File: src/rtl/apb_bus_arbiter.sv
// apb_bus_arbiter: two-requester round-robin arbiter in front of the peripheral APB node.
// Grants one transfer at a time, replays it to the node as registered SETUP/ACCESS phases,
// and routes the node response back to the owner in the same cycle as m_pready_i.
// Optional build macro: APB_ARB_TIMEOUT_EN bounds ACCESS at TIMEOUT_CYCLES cycles and then
// answers the owner with PSLVERR.
module apb_bus_arbiter #(
    parameter int unsigned APB_ADDR_WIDTH = 32,
    parameter int unsigned APB_DATA_WIDTH = 32,
    parameter int unsigned TIMEOUT_CYCLES = 255
) (
    input  logic                          clk_i,
    input  logic                          rst_ni,
    input  logic [1:0]                    r_psel_i,
    input  logic [1:0]                    r_penable_i,
    input  logic [1:0]                    r_pwrite_i,
    input  logic [2*APB_ADDR_WIDTH-1:0]   r_paddr_i,
    input  logic [2*APB_DATA_WIDTH-1:0]   r_pwdata_i,
    output logic [2*APB_DATA_WIDTH-1:0]   r_prdata_o,
    output logic [1:0]                    r_pready_o,
    output logic [1:0]                    r_pslverr_o,
    output logic                          m_psel_o,
    output logic                          m_penable_o,
    output logic                          m_pwrite_o,
    output logic [APB_ADDR_WIDTH-1:0]     m_paddr_o,
    output logic [APB_DATA_WIDTH-1:0]     m_pwdata_o,
    input  logic [APB_DATA_WIDTH-1:0]     m_prdata_i,
    input  logic                          m_pready_i,
    input  logic                          m_pslverr_i,
    output logic [1:0]                    grant_o,
    output logic                          busy_o
);

    localparam int unsigned AW = APB_ADDR_WIDTH;
    localparam int unsigned DW = APB_DATA_WIDTH;

    typedef enum logic [1:0] {
        ST_IDLE   = 2'd0,
        ST_SETUP  = 2'd1,
        ST_ACCESS = 2'd2
    } state_t;

    state_t         state_q;
    logic           ptr_q;      // preferred requester for the next arbitration
    logic           own_q;      // index of the current owner
    logic           win_c;
    logic           timeout_c;
    logic           done_c;
    logic [DW-1:0]  rdata_c;
    logic           unused_ok;

    // PENABLE from the requesters carries no information for arbitration
    assign unused_ok = ^{r_penable_i, 1'(TIMEOUT_CYCLES)};

    // Round-robin winner: preferred requester if it asks, otherwise the other one
    always_comb begin
        win_c = r_psel_i[ptr_q] ? ptr_q : ~ptr_q;
    end

`ifdef APB_ARB_TIMEOUT_EN
    localparam int unsigned CW = $clog2(TIMEOUT_CYCLES + 1);

    logic [CW-1:0] to_cnt_q;

    // Counts ACCESS cycles the node has left unanswered in the current transfer
    always_ff @(posedge clk_i or negedge rst_ni) begin
        if (!rst_ni) begin
            to_cnt_q <= '0;
        end else if (state_q == ST_SETUP) begin
            to_cnt_q <= '0;
        end else if (state_q == ST_ACCESS && !m_pready_i) begin
            to_cnt_q <= to_cnt_q + CW'(1);
        end
    end

    // Terminal ACCESS cycle without node response; a late PREADY still wins
    assign timeout_c = (state_q == ST_ACCESS) && !m_pready_i &&
                       (to_cnt_q == CW'(TIMEOUT_CYCLES - 1));
`else
    assign timeout_c = 1'b0;
`endif

    assign done_c = (state_q == ST_ACCESS) && (m_pready_i || timeout_c);

    // Same-cycle response routing to the owner; the other requester sees zeros
    always_comb begin
        r_pready_o  = '0;
        r_pslverr_o = '0;
        r_prdata_o  = '0;
        rdata_c     = '0;
        if (done_c) begin
            r_pready_o[own_q] = 1'b1;
            if (m_pready_i) begin
                r_pslverr_o[own_q] = m_pslverr_i;
                rdata_c            = m_prdata_i;
            end else begin
                r_pslverr_o[own_q] = 1'b1;
            end
            if (own_q) begin
                r_prdata_o[2*DW-1:DW] = rdata_c;
            end else begin
                r_prdata_o[DW-1:0] = rdata_c;
            end
        end
    end

    // Arbitration FSM with registered node-side and status outputs
    always_ff @(posedge clk_i or negedge rst_ni) begin
        if (!rst_ni) begin
            state_q     <= ST_IDLE;
            ptr_q       <= 1'b0;
            own_q       <= 1'b0;
            m_psel_o    <= 1'b0;
            m_penable_o <= 1'b0;
            m_pwrite_o  <= 1'b0;
            m_paddr_o   <= '0;
            m_pwdata_o  <= '0;
            grant_o     <= '0;
            busy_o      <= 1'b0;
        end else begin
            case (state_q)
                ST_IDLE: begin
                    if (|r_psel_i) begin
                        own_q      <= win_c;
                        grant_o    <= win_c ? 2'b10 : 2'b01;
                        m_pwrite_o <= r_pwrite_i[win_c];
                        m_paddr_o  <= win_c ? r_paddr_i[2*AW-1:AW]  : r_paddr_i[AW-1:0];
                        m_pwdata_o <= win_c ? r_pwdata_i[2*DW-1:DW] : r_pwdata_i[DW-1:0];
                        m_psel_o   <= 1'b1;
                        busy_o     <= 1'b1;
                        state_q    <= ST_SETUP;
                    end
                end
                ST_SETUP: begin
                    m_penable_o <= 1'b1;
                    state_q     <= ST_ACCESS;
                end
                ST_ACCESS: begin
                    if (done_c) begin
                        m_psel_o    <= 1'b0;
                        m_penable_o <= 1'b0;
                        grant_o     <= '0;
                        busy_o      <= 1'b0;
                        ptr_q       <= ~own_q;
                        state_q     <= ST_IDLE;
                    end
                end
                default: begin
                    m_psel_o    <= 1'b0;
                    m_penable_o <= 1'b0;
                    grant_o     <= '0;
                    busy_o      <= 1'b0;
                    state_q     <= ST_IDLE;
                end
            endcase
        end
    end

endmodule
File: config.mk
export PLATFORM = sky130hd
export DESIGN_NAME = apb_bus_arbiter
export DESIGN_NICKNAME = d
export VERILOG_FILES = /design/src/rtl/apb_bus_arbiter.sv
export SDC_FILE = /design/constraint.sdc
export NUM_CORES = 1
export LEC_CHECK = 0
export CAP_MARGIN = 30
export CORE_AREA = 5 5 116 118
export CTS_CLUSTER_DIAMETER = 80
export DETAILED_ROUTE_END_ITERATION = 10
export DIE_AREA = 0 0 121 123
export PLACE_DENSITY = 0.77
export SYNTH_ARGS = -nofsm -noshare
export SYNTH_HDL_FRONTEND = slang
export SYNTH_SLANG_ARGS = --single-unit
File: constraint.sdc
create_clock -name clk_i -period 2.97 [get_ports clk_i]
set_clock_uncertainty 0.05 [all_clocks]
set_input_delay 0.594 -clock clk_i [delete_from_list [all_inputs] [get_ports clk_i]]
set_output_delay 0.594 -clock clk_i [all_outputs]
set_load 0.005 [all_outputs]
==> metrics.txt <==
average cell area after synthesis ~11 sq um; # diodes 0; crit-path cells clkdlybuf4s50_1, nand3b_1, nor2_1, buf_4, and2_1, clkdlybuf4s50_1; combinational share of power 0.527; slew margin rel. 0.3875; Critical Path AT ~2300 ps; multi-input gate area in the final layout between 0.0015 and 0.002 sq mm; worst hold slack 231.5 ps; H-Tree Level Count 3; portion of the post-synthesis area used by sequential elements 0.4880; P&R area growth vs syn 91.61%; maximum clock rate roughly 340 MHz; width of the chip 121 um; Mapped Cells between 300 and 400; Clock Sinks 73; library cell appearing most often on the critical path sky130_fd_sc_hd__clkdlybuf4s50_1; static power due to leakage 2.875 nW; Worst-Skew Late Latency 320 ps; P_sw 1.803 mW; kind of launch point of the worst setup path input port; total standard cell area after synthesis 0.003744 sq mm; fraction of power spent switching nets 0.3121; via count of the first global-routing pass 4313; Final Critical Period 2925 ps; overall routing resource usage 0.2024; routed via count divided by cell count 5.009; maximum fanout along the worst path 14; global route total overflow 0; area fraction in compound gates after synthesis 0.3182; kind of critical path in2out; endpoint required time on the critical path 2330 ps; Internal Power 3.973 mW; worst-case clock buffer depth 2; Port Buf Inserts between 300 and 400; main combinational cell family by area after synthesis compound AO/OA/AOI/OAI gates; number of synthesized register bits 73; Final Non-Filler Cells roughly 800; Gates resized, CTS repair 0; filler instances 1044; power share of the sequential group 0.304; type of destination of the critical path output port; proportion of power drawn by the clock network 0.169; number of buffers added by the clock tree synthesis step 9; TritonCTS clock tree built; adder and majority cell fraction of the synthesized area 0; clock-pin transition on the worst setup and hold timing paths 50 ps; syn_nets roughly 500; global-route wire length before repair ~23 mm; CP delay by family, top buffers and inverters; largest net degree at the start of global routing 74; cell count after placement just under 800; largest incremental delay on the critical path 560 ps; setup repair after global routing missed its margin yes; FFs w/ async S/R, synth 1.000; Iteration-0 DRC Markers 199; post-synthesis mux area share 0; die outline area 0.01488 sq mm; critical path buffer and inverter count 3; Via Count 3967; FF+latch area ~0.0018 sq mm; GP Congestion around 0.9; run status finished, final reports clean; core region area 0.01236 sq mm; total iterations of the first detailed-routing run 4; NumNets Final 787; areal power density over the cells 805.2 mW/mm^2; HP Class in2async; Final setup viols 0; initial core utilization 0.3028; number of hold-slack violations in the final timing report 0; final antenna-violating net count 0; routed length per placed instance 19.74 um; number of buffers added to fix hold violations after cts 0; Peak VDD IR 0.2976 mV; overall routed net length around 16 mm; half-perimeter wire length after detailed placement around 12 mm; I/O pin cnt between 300 and 400; cell at the root of the clock tree sky130_fd_sc_hd__clkbuf_16; chip height approximately 120 um; simple logic cell fraction of the synthesized area 0.1293; slowest library cell on the worst path sky130_fd_sc_hd__clkdlybuf4s50_1; distinct cell type count of the synthesized netlist 21; warning count from the yosys run 0; most frequently used flop master after synthesis sky130_fd_sc_hd__dfrtp_1; placement-stage cell area 0.006878 sq mm; initial antenna violation count 0; max cap viols 0; actual transition at the worst max-transition pin 916.6 ps; drt drc 0; number of flops mapped to enable cells by yosys 0; proportion of layout cells with a drive suffix above 1 0.04194; number of standard-cell rows in the floorplan 41; total count of max-transition violations in the final report 0; core utilization of the finished layout 0.5802; cell area after layout around 0.0072 sq mm; final clock period utilization by the worst path 0.9848; number of buffers inserted by post-CTS setup repair 0; synthesized-area fraction occupied by xor and xnor cells 0
-- cell type report --
type | count | share of cell area
Timing Repair Buffer | 313 | 0.4422
Inverter | 3 | 0.001570
Tap cell | 172 | 0.03000
Multi-Input combinational cell | 217 | 0.2348
Sequential cell | 73 | 0.2547
Clock buffer | 14 | 0.03680
-- Yosys cell counts, types with 2 or more instances --
master,count,area [sq um]
sky130_fd_sc_hd__buf_6,11,123.9
sky130_fd_sc_hd__nand2_1,3,11.26
sky130_fd_sc_hd__inv_1,3,11.26
sky130_fd_sc_hd__buf_2,7,35.03
sky130_fd_sc_hd__o21a_1,66,495.5
sky130_fd_sc_hd__o21ai_0,3,15.01
sky130_fd_sc_hd__a221o_1,65,650.6
sky130_fd_sc_hd__clkbuf_1,14,52.55
sky130_fd_sc_hd__buf_1,3,11.26
sky130_fd_sc_hd__nor2_1,4,15.01
sky130_fd_sc_hd__and2_1,66,412.9
sky130_fd_sc_hd__dfrtp_1,73,1827
sky130_fd_sc_hd__nand3b_1,2,15.01
sky130_fd_sc_hd__a31o_2,2,17.52
-- sequential cells by signal (all words and copies together) (netlist names) --
register,flops
m_pwdata_o,32
busy_o,1
m_paddr_o,32
m_penable_o,1
ptr_q,1
state_q,2
m_pwrite_o,1
own_q,1
grant_o,2
-- worst reg2reg max path, cell delays in order, from the launching register on --
cell and delay (ps):
sky130_fd_sc_hd__dfrtp_1 410, sky130_fd_sc_hd__or2_2 570, sky130_fd_sc_hd__buf_4 390, sky130_fd_sc_hd__o21a_1 240
sky130_fd_sc_hd__a221o_1 260
-- routing by layer --
layer  track usage  share of wire  vias up
met3       0.08097           0.11       18
met1        0.2154           0.35     1914
met2        0.3633           0.52      215
met5             0              0        -
met4       0.07153          0.021        0
li1              -              -     1820
-- cells by family after synthesis --
group           Yosys count
flops                    73
compound gates          138
buf+inv                  39
simple gates             79
-- worst paths after layout --
kind	from	cells past startpoint	slack [ps]	endpoint
setup / recovery	m_pready_i	6	50	r_prdata_o[47]
hold / removal	rst_ni	2	230	m_pwdata_o[4]$_DFFE_PN0P_
setup reg to reg	state_q[1]$_DFFE_PN0P_	4	930	m_paddr_o[7]$_DFFE_PN0P_
hold reg to reg	m_penable_o$_DFFE_PN0P_	1	440	m_penable_o$_DFFE_PN0P_
max in group asynchronous	rst_ni	2	2350	m_paddr_o[8]$_DFFE_PN0P_
min in group clk_i	m_penable_o$_DFFE_PN0P_	1	440	m_penable_o$_DFFE_PN0P_
-- power groups by stage --
| stage | sequential, mW | combinational (mW) | clock, mW |
|---|---|---|---|
| finish | 1.76 | 3.04 | 0.976 |
| CTS | 1.76 | 3.08 | 1.00 |
| global route | 1.82 | 3.28 | 1.05 |
| floorplan | 1.78 | 1.45 | 0 |
| global placement | 1.74 | 3.02 | 0 |
| detailed placement | 1.78 | 3.05 | 0 |
-- per-stage QoR --
stage | TNS (ps) | power, mW | worst slack [ps]
finish | 0 | 5.776 | 45.25
global route | -1199 | 6.156 | -53.71
CTS | 0 | 5.851 | 32.24
detailed placement | 0 | 4.831 | 42.70
global placement | 0 | 4.757 | 53.33
floorplan | 0 | 3.228 | 965.6
-- cells in the final DEF (no fill, tap or decap) --
master and instances:
sky130_fd_sc_hd__a21oi_1 1, sky130_fd_sc_hd__and2_1 66, sky130_fd_sc_hd__buf_6 1, sky130_fd_sc_hd__a21o_1 1
sky130_fd_sc_hd__nor2_1 3, sky130_fd_sc_hd__inv_1 3, sky130_fd_sc_hd__nand2_1 3, sky130_fd_sc_hd__clkbuf_1 3
sky130_fd_sc_hd__buf_12 3, sky130_fd_sc_hd__nand3b_1 2, sky130_fd_sc_hd__a31o_2 2, sky130_fd_sc_hd__and3_4 1
sky130_fd_sc_hd__clkbuf_8 2, sky130_fd_sc_hd__or2_2 1, sky130_fd_sc_hd__buf_4 4, sky130_fd_sc_hd__and3_2 1
sky130_fd_sc_hd__dfrtp_1 73, sky130_fd_sc_hd__buf_16 1, sky130_fd_sc_hd__o21a_1 66, sky130_fd_sc_hd__clkbuf_16 9
sky130_fd_sc_hd__clkdlybuf4s50_1 304, sky130_fd_sc_hd__o21ai_0 3, sky130_fd_sc_hd__nand2b_1 1, sky130_fd_sc_hd__nor2_4 1
sky130_fd_sc_hd__a221o_1 65
No activity file was read; power rests on OpenSTA's default activity.
